**config.mk**
```make
export PLATFORM = sky130hd
export DESIGN_NAME = bar1_tohost_mailbox
export DESIGN_NICKNAME = d
export VERILOG_FILES = /design/src/rtl/mailbox_pkg.sv /design/src/rtl/bar1_tohost_mailbox_vdip_sync2.sv /design/src/rtl/bar1_tohost_mailbox.sv
export SDC_FILE = /design/constraint.sdc
export NUM_CORES = 1
export LEC_CHECK = 0
export CAP_MARGIN = 20
export CORE_UTILIZATION = 49
export DETAILED_ROUTE_END_ITERATION = 8
export HOLD_SLACK_MARGIN = 0.03
export PLACE_DENSITY = 0.87
export SETUP_SLACK_MARGIN = 0.15
export SYNTH_ARGS = -nofsm -noshare
export SYNTH_HDL_FRONTEND = slang
export SYNTH_SLANG_ARGS = --single-unit
```
**constraint.sdc**
```tcl
create_clock -name clk_main_a0 -period 4.5 [get_ports clk_main_a0]
set_input_delay 0.45 -clock clk_main_a0 [delete_from_list [all_inputs] [get_ports clk_main_a0]]
set_output_delay 0.45 -clock clk_main_a0 [all_outputs]
set_load 0.03 [all_outputs]
```
**src/rtl/mailbox_pkg.sv**
```systemverilog
// Shared constants and state types for the BAR1 host<->core mailbox.
package mailbox_pkg;

  localparam logic [1:0] RESP_OKAY   = 2'b00;
  localparam logic [1:0] RESP_SLVERR = 2'b10;

  localparam logic [31:0] TOHOST_ADDR_DEF   = 32'h0008_C120;
  localparam logic [31:0] FROMHOST_ADDR_DEF = 32'h0008_C128;
  localparam logic [31:0] STATUS_ADDR_DEF   = 32'h0008_C130;
  localparam int          CNT_W_DEF         = 16;

  typedef enum logic {W_IDLE, W_RESP} wr_state_e;
  typedef enum logic {R_IDLE, R_DATA} rd_state_e;

  function automatic logic [31:0] merge_bytes(input logic [31:0] old_v,
                                              input logic [31:0] new_v,
                                              input logic [3:0]  strb);
    logic [31:0] res;
    res = old_v;
    for (int i = 0; i < 4; i++)
      if (strb[i]) res[i*8 +: 8] = new_v[i*8 +: 8];
    return res;
  endfunction

endpackage

```
**src/rtl/bar1_tohost_mailbox_vdip_sync2.sv**
```systemverilog
// Two-flop synchroniser with async active-low reset; output is 0 until the input has been high for two edges.
module vdip_sync2 (
  input  logic clk_i,
  input  logic rst_n_i,
  input  logic d_i,
  output logic q_o
);

  logic ff1_q, ff2_q;

  always_ff @(posedge clk_i or negedge rst_n_i) begin
    if (!rst_n_i) begin
      ff1_q <= 1'b0;
      ff2_q <= 1'b0;
    end else begin
      ff1_q <= d_i;
      ff2_q <= ff1_q;
    end
  end

  assign q_o = ff2_q;

endmodule

```
**src/rtl/bar1_tohost_mailbox.sv**
```systemverilog
// AXI4-Lite BAR1 responder holding the TOHOST/FROMHOST mailbox, STATUS counters and core reset release.
//
//   state  | meaning
//   W_IDLE | collecting AW and W beats independently; commit once both are held
//   W_RESP | bvalid asserted, waiting for bready
//   R_IDLE | arready asserted, waiting for an AR handshake
//   R_DATA | rvalid asserted with captured rdata/rresp, waiting for rready
module bar1_tohost_mailbox
  import mailbox_pkg::*;
#(
  parameter logic [31:0] TOHOST_ADDR   = TOHOST_ADDR_DEF,
  parameter logic [31:0] FROMHOST_ADDR = FROMHOST_ADDR_DEF,
  parameter logic [31:0] STATUS_ADDR   = STATUS_ADDR_DEF,
  parameter int          CNT_W         = CNT_W_DEF
) (
  input  logic        clk_main_a0,
  input  logic        rst_main_n,
  input  logic [31:0] awaddr,
  input  logic        awvalid,
  output logic        awready,
  input  logic [31:0] wdata,
  input  logic [3:0]  wstrb,
  input  logic        wvalid,
  output logic        wready,
  output logic [1:0]  bresp,
  output logic        bvalid,
  input  logic        bready,
  input  logic [31:0] araddr,
  input  logic        arvalid,
  output logic        arready,
  output logic [31:0] rdata,
  output logic [1:0]  rresp,
  output logic        rvalid,
  input  logic        rready,
  input  logic [15:0] sh_cl_vdip,
  output logic        core_rst_n,
  input  logic        core_tohost_we,
  input  logic [31:0] core_tohost_wd,
  output logic [31:0] tohost_q,
  output logic [31:0] fromhost_q
);

  wr_state_e        wr_state_q, wr_state_d;
  rd_state_e        rd_state_q, rd_state_d;
  logic             en_q;
  logic             aw_held_q, aw_held_d, w_held_q, w_held_d;
  logic [31:2]      awaddr_q;
  logic [31:0]      wdata_q;
  logic [3:0]       wstrb_q;
  logic [1:0]       bresp_q, bresp_d, rresp_q, rresp_d;
  logic [31:0]      rdata_q, rdata_d;
  logic [31:0]      tohost_d, fromhost_d;
  logic [CNT_W-1:0] core_cnt_q, core_cnt_d, coll_cnt_q, coll_cnt_d;
  logic             commit, hit_to, hit_from, hit_status;
  logic [31:0]      rd_word, status_w;
  logic             unused_ok;

  // Ready outputs stay low until the first edge after reset is released.
  assign awready = en_q && (wr_state_q == W_IDLE) && !aw_held_q;
  assign wready  = en_q && (wr_state_q == W_IDLE) && !w_held_q;
  assign bvalid  = (wr_state_q == W_RESP);
  assign bresp   = bresp_q;
  assign arready = en_q && (rd_state_q == R_IDLE);
  assign rvalid  = (rd_state_q == R_DATA);
  assign rdata   = rdata_q;
  assign rresp   = rresp_q;

  assign status_w   = {coll_cnt_q, core_cnt_q};
  assign commit     = (wr_state_q == W_IDLE) && aw_held_q && w_held_q;
  assign hit_to     = ({awaddr_q, 2'b00} == TOHOST_ADDR);
  assign hit_from   = ({awaddr_q, 2'b00} == FROMHOST_ADDR);
  assign hit_status = ({awaddr_q, 2'b00} == STATUS_ADDR);
  assign rd_word    = {araddr[31:2], 2'b00};
  assign unused_ok  = ^{awaddr[1:0], araddr[1:0], sh_cl_vdip[15:1]};

  always_comb begin
    wr_state_d = wr_state_q;
    aw_held_d  = aw_held_q;
    w_held_d   = w_held_q;
    bresp_d    = bresp_q;
    case (wr_state_q)
      W_IDLE: begin
        if (awvalid && awready) aw_held_d = 1'b1;
        if (wvalid && wready)   w_held_d  = 1'b1;
        if (commit) begin
          aw_held_d  = 1'b0;
          w_held_d   = 1'b0;
          bresp_d    = (hit_to || hit_from || hit_status) ? RESP_OKAY : RESP_SLVERR;
          wr_state_d = W_RESP;
        end
      end
      W_RESP: if (bready) wr_state_d = W_IDLE;
      default: wr_state_d = W_IDLE;
    endcase
  end

  // Core write beats a simultaneous host TOHOST commit; STATUS write clears both counters.
  always_comb begin
    tohost_d   = tohost_q;
    fromhost_d = fromhost_q;
    core_cnt_d = core_cnt_q;
    coll_cnt_d = coll_cnt_q;
    if (core_tohost_we)
      tohost_d = core_tohost_wd;
    else if (commit && hit_to)
      tohost_d = merge_bytes(tohost_q, wdata_q, wstrb_q);
    if (commit && hit_from)
      fromhost_d = merge_bytes(fromhost_q, wdata_q, wstrb_q);
    if (commit && hit_status) begin
      core_cnt_d = '0;
      coll_cnt_d = '0;
    end else begin
      if (core_tohost_we && (core_cnt_q != '1))
        core_cnt_d = core_cnt_q + CNT_W'(1);
      if (core_tohost_we && commit && hit_to && (coll_cnt_q != '1))
        coll_cnt_d = coll_cnt_q + CNT_W'(1);
    end
  end

  always_comb begin
    rd_state_d = rd_state_q;
    rdata_d    = rdata_q;
    rresp_d    = rresp_q;
    case (rd_state_q)
      R_IDLE: begin
        if (arvalid && arready) begin
          rd_state_d = R_DATA;
          rresp_d    = RESP_OKAY;
          if (rd_word == TOHOST_ADDR)        rdata_d = tohost_q;
          else if (rd_word == FROMHOST_ADDR) rdata_d = fromhost_q;
          else if (rd_word == STATUS_ADDR)   rdata_d = status_w;
          else begin
            rdata_d = '0;
            rresp_d = RESP_SLVERR;
          end
        end
      end
      R_DATA: if (rready) rd_state_d = R_IDLE;
      default: rd_state_d = R_IDLE;
    endcase
  end

  always_ff @(posedge clk_main_a0 or negedge rst_main_n) begin
    if (!rst_main_n) begin
      en_q       <= 1'b0;
      wr_state_q <= W_IDLE;
      rd_state_q <= R_IDLE;
      aw_held_q  <= 1'b0;
      w_held_q   <= 1'b0;
      awaddr_q   <= '0;
      wdata_q    <= '0;
      wstrb_q    <= '0;
      bresp_q    <= RESP_OKAY;
      rresp_q    <= RESP_OKAY;
      rdata_q    <= '0;
      tohost_q   <= '0;
      fromhost_q <= '0;
      core_cnt_q <= '0;
      coll_cnt_q <= '0;
    end else begin
      en_q       <= 1'b1;
      wr_state_q <= wr_state_d;
      rd_state_q <= rd_state_d;
      aw_held_q  <= aw_held_d;
      w_held_q   <= w_held_d;
      if (awvalid && awready) awaddr_q <= awaddr[31:2];
      if (wvalid && wready) begin
        wdata_q <= wdata;
        wstrb_q <= wstrb;
      end
      bresp_q    <= bresp_d;
      rresp_q    <= rresp_d;
      rdata_q    <= rdata_d;
      tohost_q   <= tohost_d;
      fromhost_q <= fromhost_d;
      core_cnt_q <= core_cnt_d;
      coll_cnt_q <= coll_cnt_d;
    end
  end

  vdip_sync2 u_vdip_sync2 (
    .clk_i   (clk_main_a0),
    .rst_n_i (rst_main_n),
    .d_i     (sh_cl_vdip[0]),
    .q_o     (core_rst_n)
  );

endmodule
```
==> flow_summary.ini <==
[yosys]
yosysMostFrequentCell = dfrtp_1
ys_seq_area_share_pct = 53.21
synth_area_per_cell_um2 = 11.19
synth_cell_types = 48
synth_edf_count = 0
ys_ff_latch = 203
ys.warnings.count = 0
syn-cell-area_um2 = 9547
synthFlopType = dfrtp_1
synth.area.top_cells = dfrtp_1 53%, mux2_2 12%, mux2i_1 6.9%, a221oi_1 2.9%, inv_1 2.6%
synthTopCellsByCount = 203 x dfrtp_1, 98 x mux2_2, 67 x inv_1, 66 x mux2i_1, 57 x nor2_1
yosysTopAreaCellShare_pct = 53.21
syn-instance-count = 853
async_reset_ff_share_pct = 100.0
synth_top_area_cell = dfrtp_1

[routing]
drc = 0
wl_um = 25560
wl_per_cell_um = 18.96
dr.pass1.iters = 5
vias = 7489
viasPerCell = 5.556
drt_iter0_drc = 452
ant_nets = 0

[floorplanning]
die_y_um = 141.6
die_w_um = 141.6
dieArea_um2 = 20040
ios = 262
start_util_pct = 50.53
core_area_um2 = 18890
num_rows = 50

[setup_path]
required_ns = 4.88
worstSetupEndpointType = register
path_cells = nor4b_1 > and4_2 > and2_1 > and4b_1 > mux2_2
slowest_stage = and4b_1
crit_start = awaddr_q[6]
path_class = register to register
arrival_ns = 3.04
worst_setup_path_start_kind = register
crit_fanout = 9
path_buf_inv = 0
crit_family = simple AND/OR/NAND/NOR gates
max_stage_delay_ns = 0.65
r2r_start = awaddr_q[6]

[placement]
port_buffers = 240
placed_area_um2 = 12120
dp_hpwl_um = 17190
place_congestion = 0.8365

[sta]
finalCritPeriodShare_pct = 59.25
setup_viol = 0
fin_crit_ns = 2.666
skew_ns = 0.01367
finalSetupTns_ns = 0
fin_hold_ws_ns = 0.03432
maxSlewViolCount = 0
worst_pin_slew_ns = 0.8077
max_freq_mhz = 375.1
grt_setup_unrepaired = no
hold_viol = 0
relSlewSlack_pct = 46.16

[pwr]
swShare_pct = 30.72
switching_power_w = 0.001967
power_frac_clock_pct = 30.9
p_seq_share_pct = 42.0
internal_power_w = 0.004435
p_comb_share_pct = 27.2
ir_drop_mv = 0.3690
p_leak_nw = 5.571
powerDensity_nw_per_um2 = 494.8

[clocking]
cts-resized-gates = 0
cts_tree = done
clkSinkCount = 203
ctsRootBufferMaster = clkbuf_16
post-cts-setup-buffers = 0
ctsHoldBuffers = 0
clk_path_buf_depth = 3
cts_buffers = 22
htree_levels = 1
insertion_delay_ns = 0.50
clkTransAtPathRegs_ns = 0.06

[job]
maxCapViolCount = 0

[layout]
final_util_pct = 68.49
regArea_um2 = 5080
fin_nets = 1230
final_area_um2 = 12940
layout-drive-gt1-share_pct = 14.89
fillerInstances = 1440
antenna_cells = 0
area_growth_syn_to_layout_pct = 35.54
multi_input_comb_area_um2 = 3958

[global_route]
grt_pass1_vias = 7627
grt_pass1_wl_um = 40190
antenna_found_initial = 0
grt_usage_pct = 25.55
gr-total-overflow = 0
grt_max_degree = 99

[worst_hold_path]
hold_path_class = input pin to async pin

[status]
status = completed
-- power by group through the flow --
| stage | clock network [W] | logic (W) | registers [W] |
|---|---|---|---|
| 6_report | 0.00198 | 0.00174 | 0.00269 |
| 5_1_grt | 0.00208 | 0.00186 | 0.00276 |
| 4_1_cts | 0.00201 | 0.00175 | 0.00269 |
| 3_5_place_dp | 0 | 0.00174 | 0.00271 |
| 3_3_place_gp | 0 | 0.00168 | 0.00269 |
| 2_1_floorplan | 0 | 0.000760 | 0.00292 |
-- metrics by stage --
step	total power (W)	setup WS [ns]	cells
3_3_place_gp	0.004372	1.641	1306
4_1_cts	0.006443	1.828	1347
2_1_floorplan	0.003681	2.309	854
6_report	0.006402	1.834	1348
3_5_place_dp	0.004451	1.618	1307
5_1_grt	0.006701	1.653	1348
-- worst reg2reg max path, delay by kind of cell, from the launching register on --
family	cells	cell delay [ns]
flops	1	0.38
mux	1	0.41
simple gates	4	1.75
-- placed cells by master (no fill, tap or decap), drive strengths merged, types with 6 or more instances in the layout --
cell / netlist / routed
clkdlybuf4s50: 0 / 237
dfrtp: 203 / 203
mux2: 98 / 98
inv: 67 / 67
mux2i: 66 / 66
nor2: 58 / 58
nand3: 48 / 48
o21ai: 44 / 44
clkbuf: 30 / 33
nand2b: 32 / 32
a221oi: 32 / 32
a21oi: 18 / 18
nand2: 18 / 18
buf: 27 / 13
and3: 12 / 12
or3: 11 / 11
nor4b: 11 / 11
nand4: 10 / 10
and4: 8 / 8
xor2: 7 / 7
nor3: 6 / 6
xnor2: 6 / 6
or4: 6 / 6
and2: 6 / 6
-- logic make-up after synthesis --
kind of cell,count (synthesis),synth area share [%]
DFF,203,53.21
xor gates and xnor gates,13,1.193
muxes,164,18.48
other,2,0.07867
and+or+nand+nor,240,14.14
adders and majority gates,2,0.2621
AOI/OAI and AO/OA,105,7.091
buffers and inverters,124,5.544
-- flip-flops by register name (all words and copies together), names as in the netlist --
register / flops
fromhost_q: 32
rdata: 32
tohost_q: 32
wdata_q: 32
awaddr_q: 30
coll_cnt_q: 16
core_cnt_q: 16
wstrb_q: 4
aw_held_q: 1
bresp: 1
bvalid: 1
en_q: 1
rresp: 1
rvalid: 1
u_vdip_sync2.ff1_q: 1
u_vdip_sync2.q_o: 1
w_held_q: 1
-- final cells by class --
class | instances | area share (%)
timing repair buffer | 251 | 19.50
sequential | 203 | 39.26
clock inverter | 8 | 1.102
inverter | 67 | 1.944
tap | 260 | 2.514
multi-input combinational | 527 | 30.58
clock buffer | 32 | 5.096
-- routing by layer --
layer / wire length, um / track usage [%] / vias to the layer above
met2: 12180 / 42.13 / 299
met1: 10690 / 33.36 / 3701
met4: 637 / 7.810 / 0
met3: 2057 / 6.244 / 46
met5: 0 / 0 / -
li1: - / - / 3443
-- worst paths after layout --
check / slack [ns] / depth (start not counted) / to
worst max-delay path: 1.83 / 5 / fromhost_q[17]
worst min-delay path: 0.03 / 1 / wdata_q[3]
worst max register to register: 1.83 / 5 / fromhost_q[17]
worst min register to register: 0.36 / 0 / u_vdip_sync2.q_o
max in group asynchronous: 3.55 / 2 / fromhost_q[23]
min in group clk_main_a0: 0.36 / 0 / u_vdip_sync2.q_o
No activity file was read; power rests on OpenSTA's default activity.
==> edit 1 (same settings) <==
Take the reset off `rdata_q` and load it in a clocked block of its own.
--- a/src/rtl/bar1_tohost_mailbox.sv
+++ b/src/rtl/bar1_tohost_mailbox.sv
@@ -154,3 +154,2 @@
       rresp_q    <= RESP_OKAY;
-      rdata_q    <= '0;
       tohost_q   <= '0;
@@ -172,3 +171,2 @@
       rresp_q    <= rresp_d;
-      rdata_q    <= rdata_d;
       tohost_q   <= tohost_d;
@@ -178,2 +176,6 @@
     end
+  end
+
+  always_ff @(posedge clk_main_a0) begin
+    rdata_q <= rdata_d;
   end
Function: differs if rst_main_n is asserted again (counterexample within 4 cycles, from zero or initial values and one cycle with rst_main_n low); with rst_main_n held inactive, the same outputs for 4 cycles.
==> edit 1 against the unedited design <==
  * Sequential cell count is the same
  * Setup slack lost 270 ps
  * Core utilization shrank 0.71 points
  * Cell count shrank 4.8%
  * Sequential share of layout area grew 1.8 points
  * Area after synthesis shrank 0.77%
  * Cell area shrank 1.4%
  * Wire length shrank 5.0%
  * Maximum frequency shrank 9.3%
  * Power shrank 16%
  * Hold slack gained 19 ps
  * Critical endpoint is now tohost_q[11]
  * Largest cell class unchanged
==> edit 1: results (changes against the unedited design) <==
[setup_path]
r2r_start = awaddr_q[7]
slowest_delay_ps = 1010  ; +360 ps
r2r-end = tohost_q[11]
critPathMaxFanout = 16  ; +7
slowest_stage = nor4_4

[detailed_routing]
drtIter0Drc = 461  ; +2.0%
via_per_inst = 5.59  ; +0.58%
wl_um = 24300  ; -5.0%
wire_per_inst_um = 18.9  ; -0.16%

[power]
peakVddDrop_v = 0.000361  ; -2.2%
clockPowerShare_pct = 32.0  ; +1.1 points
comb_power_share_pct = 20.9  ; -6.3 points
p_int_mw = 3.88  ; -12%
power.switching_mw = 1.51  ; -23%
p_leak_nw = 5.27  ; -5.3%

[synth]
yosysSeqAreaShare_pct = 55.3  ; +2.1 points
synth.distinct_cells = 47  ; -2.1%
syn_avg_cell_area_sq_um = 12.1  ; +8.2%
synth_area_leaders = dfrtp_1 45%, mux2_2 12%, edfxtp_1 10%, nor2_1 3.7%, mux2i_1 3.6%
async_reset_ff_share_pct = 84.2  ; -16 points
synth_enable_flop_cells = 32  ; +32

[global_routing]
grt_max_degree = 100  ; +1.0%
track_usage_pct = 24.6  ; -0.91 points
first_global_vias = 7266  ; -4.7%

[layout]
drive_above_1_share_pct = 15.8  ; +0.95 points
final_util_pct = 67.8  ; -0.71 points

[timing]
tightest_slew_ps = 1170  ; +363 ps
skew_ps = 8.43  ; -5.24 ps

[placed_design]
place_inst = 1243  ; -4.9%
routabilityCongestion = 0.812  ; -3.0%
post-dp-hpwl_um = 16200  ; -6.0%
dpl-instance-area_sq_mm = 0.0121  ; -0.36%

[status]
status = complete, no violations

edit 1: cell types whose count changed after synthesis, moves of 32 or more:
cell,change
a221o_1,+32
a221oi_1,-32
dfrtp_1,-32
edfxtp_1,+32
inv_1,-63
mux2i_1,-32
nand3_1,-36
nor2_1,+37
nor2b_1,+33
nor3b_1,+33
edit 1: routing by layer:
| metal | up-vias | global-route usage, % | share of wire, % |
|---|---|---|---|
| met5 | - | 0 | 0 |
| met4 | 0 | 6.58 | 2.3 |
| met3 | 44 | 5.16 | 5.8 |
| met2 | 252 | 43.6 | 51 |
| met1 | 3569 | 30.6 | 41 |
| li1 | 3304 | - | - |
edit 1: cell families after synthesis:
| family | count (synthesis) | share of synthesized area, % |
|---|---|---|
| and+or+nand+nor | 274 | 17.8 |
| DFF | 203 | 55.3 |
| muxes | 132 | 15.2 |
| AOI/OAI and AO/OA | 102 | 7.70 |
| buffers and inverters | 53 | 2.30 |
| xor gates and xnor gates | 14 | 1.29 |
| adders and majority gates | 2 | 0.264 |
| other | 2 | 0.0793 |
edit 1: worst max-delay path by stage:
| stage | cells past startpoint | end | start | slack, ps |
|---|---|---|---|---|
| after floorplan | 6 | wdata_q[10] | bvalid | 2020 |
| after global placement | 5 | tohost_q[15] | awaddr_q[7] | 1680 |
| after detailed placement | 5 | tohost_q[11] | awaddr_q[7] | 1580 |
| after CTS | 5 | tohost_q[11] | awaddr_q[7] | 1570 |
| after global routing | 5 | tohost_q[11] | awaddr_q[7] | 1280 |
| final | 5 | tohost_q[11] | awaddr_q[7] | 1560 |
edit 1: cell type report:
type                       instances  area share, %
clock buffer                      34           5.15
tap                              260           2.55
sequential                       203           41.1
multi-input combinational        527           31.6
inverter                           4          0.118
clock inverter                     6          0.255
timing repair buffer             249           19.3
==> edit 2 (config.mk and constraints unchanged) <==
Made on the original files. Make the reset (`rst_main_n` and `rst_n_i`) synchronous in 2 clocked blocks. Comments in the files are not updated.
--- a/src/rtl/bar1_tohost_mailbox_vdip_sync2.sv
+++ b/src/rtl/bar1_tohost_mailbox_vdip_sync2.sv
@@ -10,3 +10,3 @@
 
-  always_ff @(posedge clk_i or negedge rst_n_i) begin
+  always_ff @(posedge clk_i) begin
     if (!rst_n_i) begin
--- a/src/rtl/bar1_tohost_mailbox.sv
+++ b/src/rtl/bar1_tohost_mailbox.sv
@@ -142,3 +142,3 @@
 
-  always_ff @(posedge clk_main_a0 or negedge rst_main_n) begin
+  always_ff @(posedge clk_main_a0) begin
     if (!rst_main_n) begin
Formal check against the unedited RTL: differs if rst_main_n is asserted again (counterexample within 4 cycles, from zero or initial values and one cycle with rst_main_n low); with rst_main_n held inactive, the same outputs for 4 cycles.
==> edit 2 against the unedited design <==
  * Wire length is 7.2% higher
  * Via count grew 15%
  * Setup slack improved by 190 ps
  * Highest routed layer unchanged
  * Cell area down 6.7%
  * Area after synthesis shrank 6.6%
  * Sequential cell count is the same
  * Hold slack improved by 400 ps
Power is not compared: it rests on default switching activity, and its combinational part moved more than twofold at a synthesized area within 25%.
==> edit 2: results (changes against the unedited design) <==
[status]
status = complete, no violations

[synth]
yosysSeqAreaShare_pct = 45.6  ; -7.6 points
async_reset_ff_share_pct = 0  ; -100 points
synth_common_cells = 207 x nand2_1, 203 x dfxtp_1, 103 x o21ai_0
syn_inst = 1045  ; +23%
synth_area_leaders = dfxtp_1 46%, nand2_1 8.7%, mux2i_1 7.3%, o21ai_0 5.8%, a21boi_0 5.6%
yosys_most_used_dff = dfxtp_1
synth.distinct_cells = 45  ; -6.3%

[detailed_routing]
wl_um = 27400  ; +7.2%
num_vias = 8612  ; +15%
wire_per_inst_um = 18.4  ; -2.8%
drtIter0Drc = 805  ; +78%

[clock_tree]
numCtsBuffers = 21  ; -4.5%
htreeDepth = 1  ; unchanged
post-cts-setup-buffer-count = 0  ; unchanged

[global_routing]
grt_max_degree = 108  ; +9.1%
grt_pass1_wl_um = 42800  ; +6.4%
antenna_found_initial = 1  ; +1
track_usage_pct = 29.1  ; +3.5 points
first_global_vias = 8163  ; +7.0%

[setup_path]
r2r_slack_ps = 2020  ; +190 ps
r2r_start = awaddr_q[20]
r2r-end = tohost_q[4]
startpoint = awaddr_q[20]
endpoint_kind = register
slowest_delay_ps = 820  ; +170 ps
slowest_stage = nor4_4

[placed_design]
routabilityCongestion = 0.889  ; +6.3%
place_ws_ps = 1600  ; -13.8 ps
post-dp-hpwl_um = 19400  ; +13%
place_inst = 1450  ; +11%
dpl-instance-area_sq_mm = 0.0114  ; -5.6%

[timing]
skew_ps = 7.98  ; -5.70 ps
fin_crit_ps = 2480  ; -190 ps
slew_headroom_pct = 29.3  ; -17 points

[power]
p_leak_nw = 4.16

[layout]
drive_above_1_share_pct = 5.71  ; -9.2 points
final_net_count = 1406  ; +14%

[hold_path]
min_path_type = reg -> reg

## edit 2: cell count changes after synthesis, sizes merged, moves of 60 or more
cell    before  now
dfxtp        0  203
mux2        98    0
a21boi       0   67
o21ai       44  104
nand2       18  207
dfrtp      203    0
## edit 2: how the worst min path moves through the flow
stage	slack [ps]	depth (start not counted)	start	to
2_1_floorplan	410	1	u_vdip_sync2.ff1_q	u_vdip_sync2.q_o
3_3_place_gp	420	1	u_vdip_sync2.ff1_q	u_vdip_sync2.q_o
3_5_place_dp	420	1	u_vdip_sync2.ff1_q	u_vdip_sync2.q_o
4_1_cts	440	1	u_vdip_sync2.ff1_q	u_vdip_sync2.q_o
5_1_grt	450	1	u_vdip_sync2.ff1_q	u_vdip_sync2.q_o
6_report	440	1	u_vdip_sync2.ff1_q	u_vdip_sync2.q_o
## edit 2: worst register-to-register path: cells and delay by family, from the launching register on
family           cells  cell delay, ps
multiplexers         1             280
flip-flops           1             320
AO/OA/AOI/OAI        1             100
AND/OR/NAND/NOR      3            1610
## edit 2: cell families after synthesis
group                      after synthesis  synth area share (%)
and+or+nand+nor                        400                  22.6
AOI/OAI and AO/OA                      275                  19.1
DFF                                    203                  45.6
buffers and inverters                   86                  3.75
muxes                                   65                  7.30
xor gates and xnor gates                13                  1.28
adders and majority gates                2                 0.281
other                                    1                0.0421
## edit 2: power by group through the flow
stage / Combinational, mW / Sequential [mW] / Clock [mW]
after floorplan: 0.191 / 1.97 / 0
after global placement: 0.438 / 1.94 / 0
after detailed placement: 0.446 / 1.94 / 0
after CTS: 0.451 / 1.90 / 1.63
after global routing: 0.483 / 1.91 / 1.71
final: 0.453 / 1.91 / 1.61
## edit 2: metrics by stage
stage	power (mW)	hold WS, ps
2_1_floorplan	2.16	412
3_3_place_gp	2.38	418
3_5_place_dp	2.39	423
4_1_cts	3.98	437
5_1_grt	4.10	454
6_report	3.97	438
## edit 2: area by class of cell
type	instances	area, sq um
inverter	8	30.0
sequential	203	4060
fill	1359	5470
tap	225	282
multi-input combinational	757	4540
antenna	1	2.50
clock inverter	6	30.0
timing repair buffer	257	2520
clock buffer	30	599
## edit 2: metal layers
layer	up-vias	wire length [um]	GRT usage, %	part of all wire [%]
met4	0	942	11.2	3.4
met2	368	13000	47.5	48
met1	4088	11200	37.6	41
li1	4087	-	-	-
met5	-	0	0	0
met3	69	2190	5.89	8.0
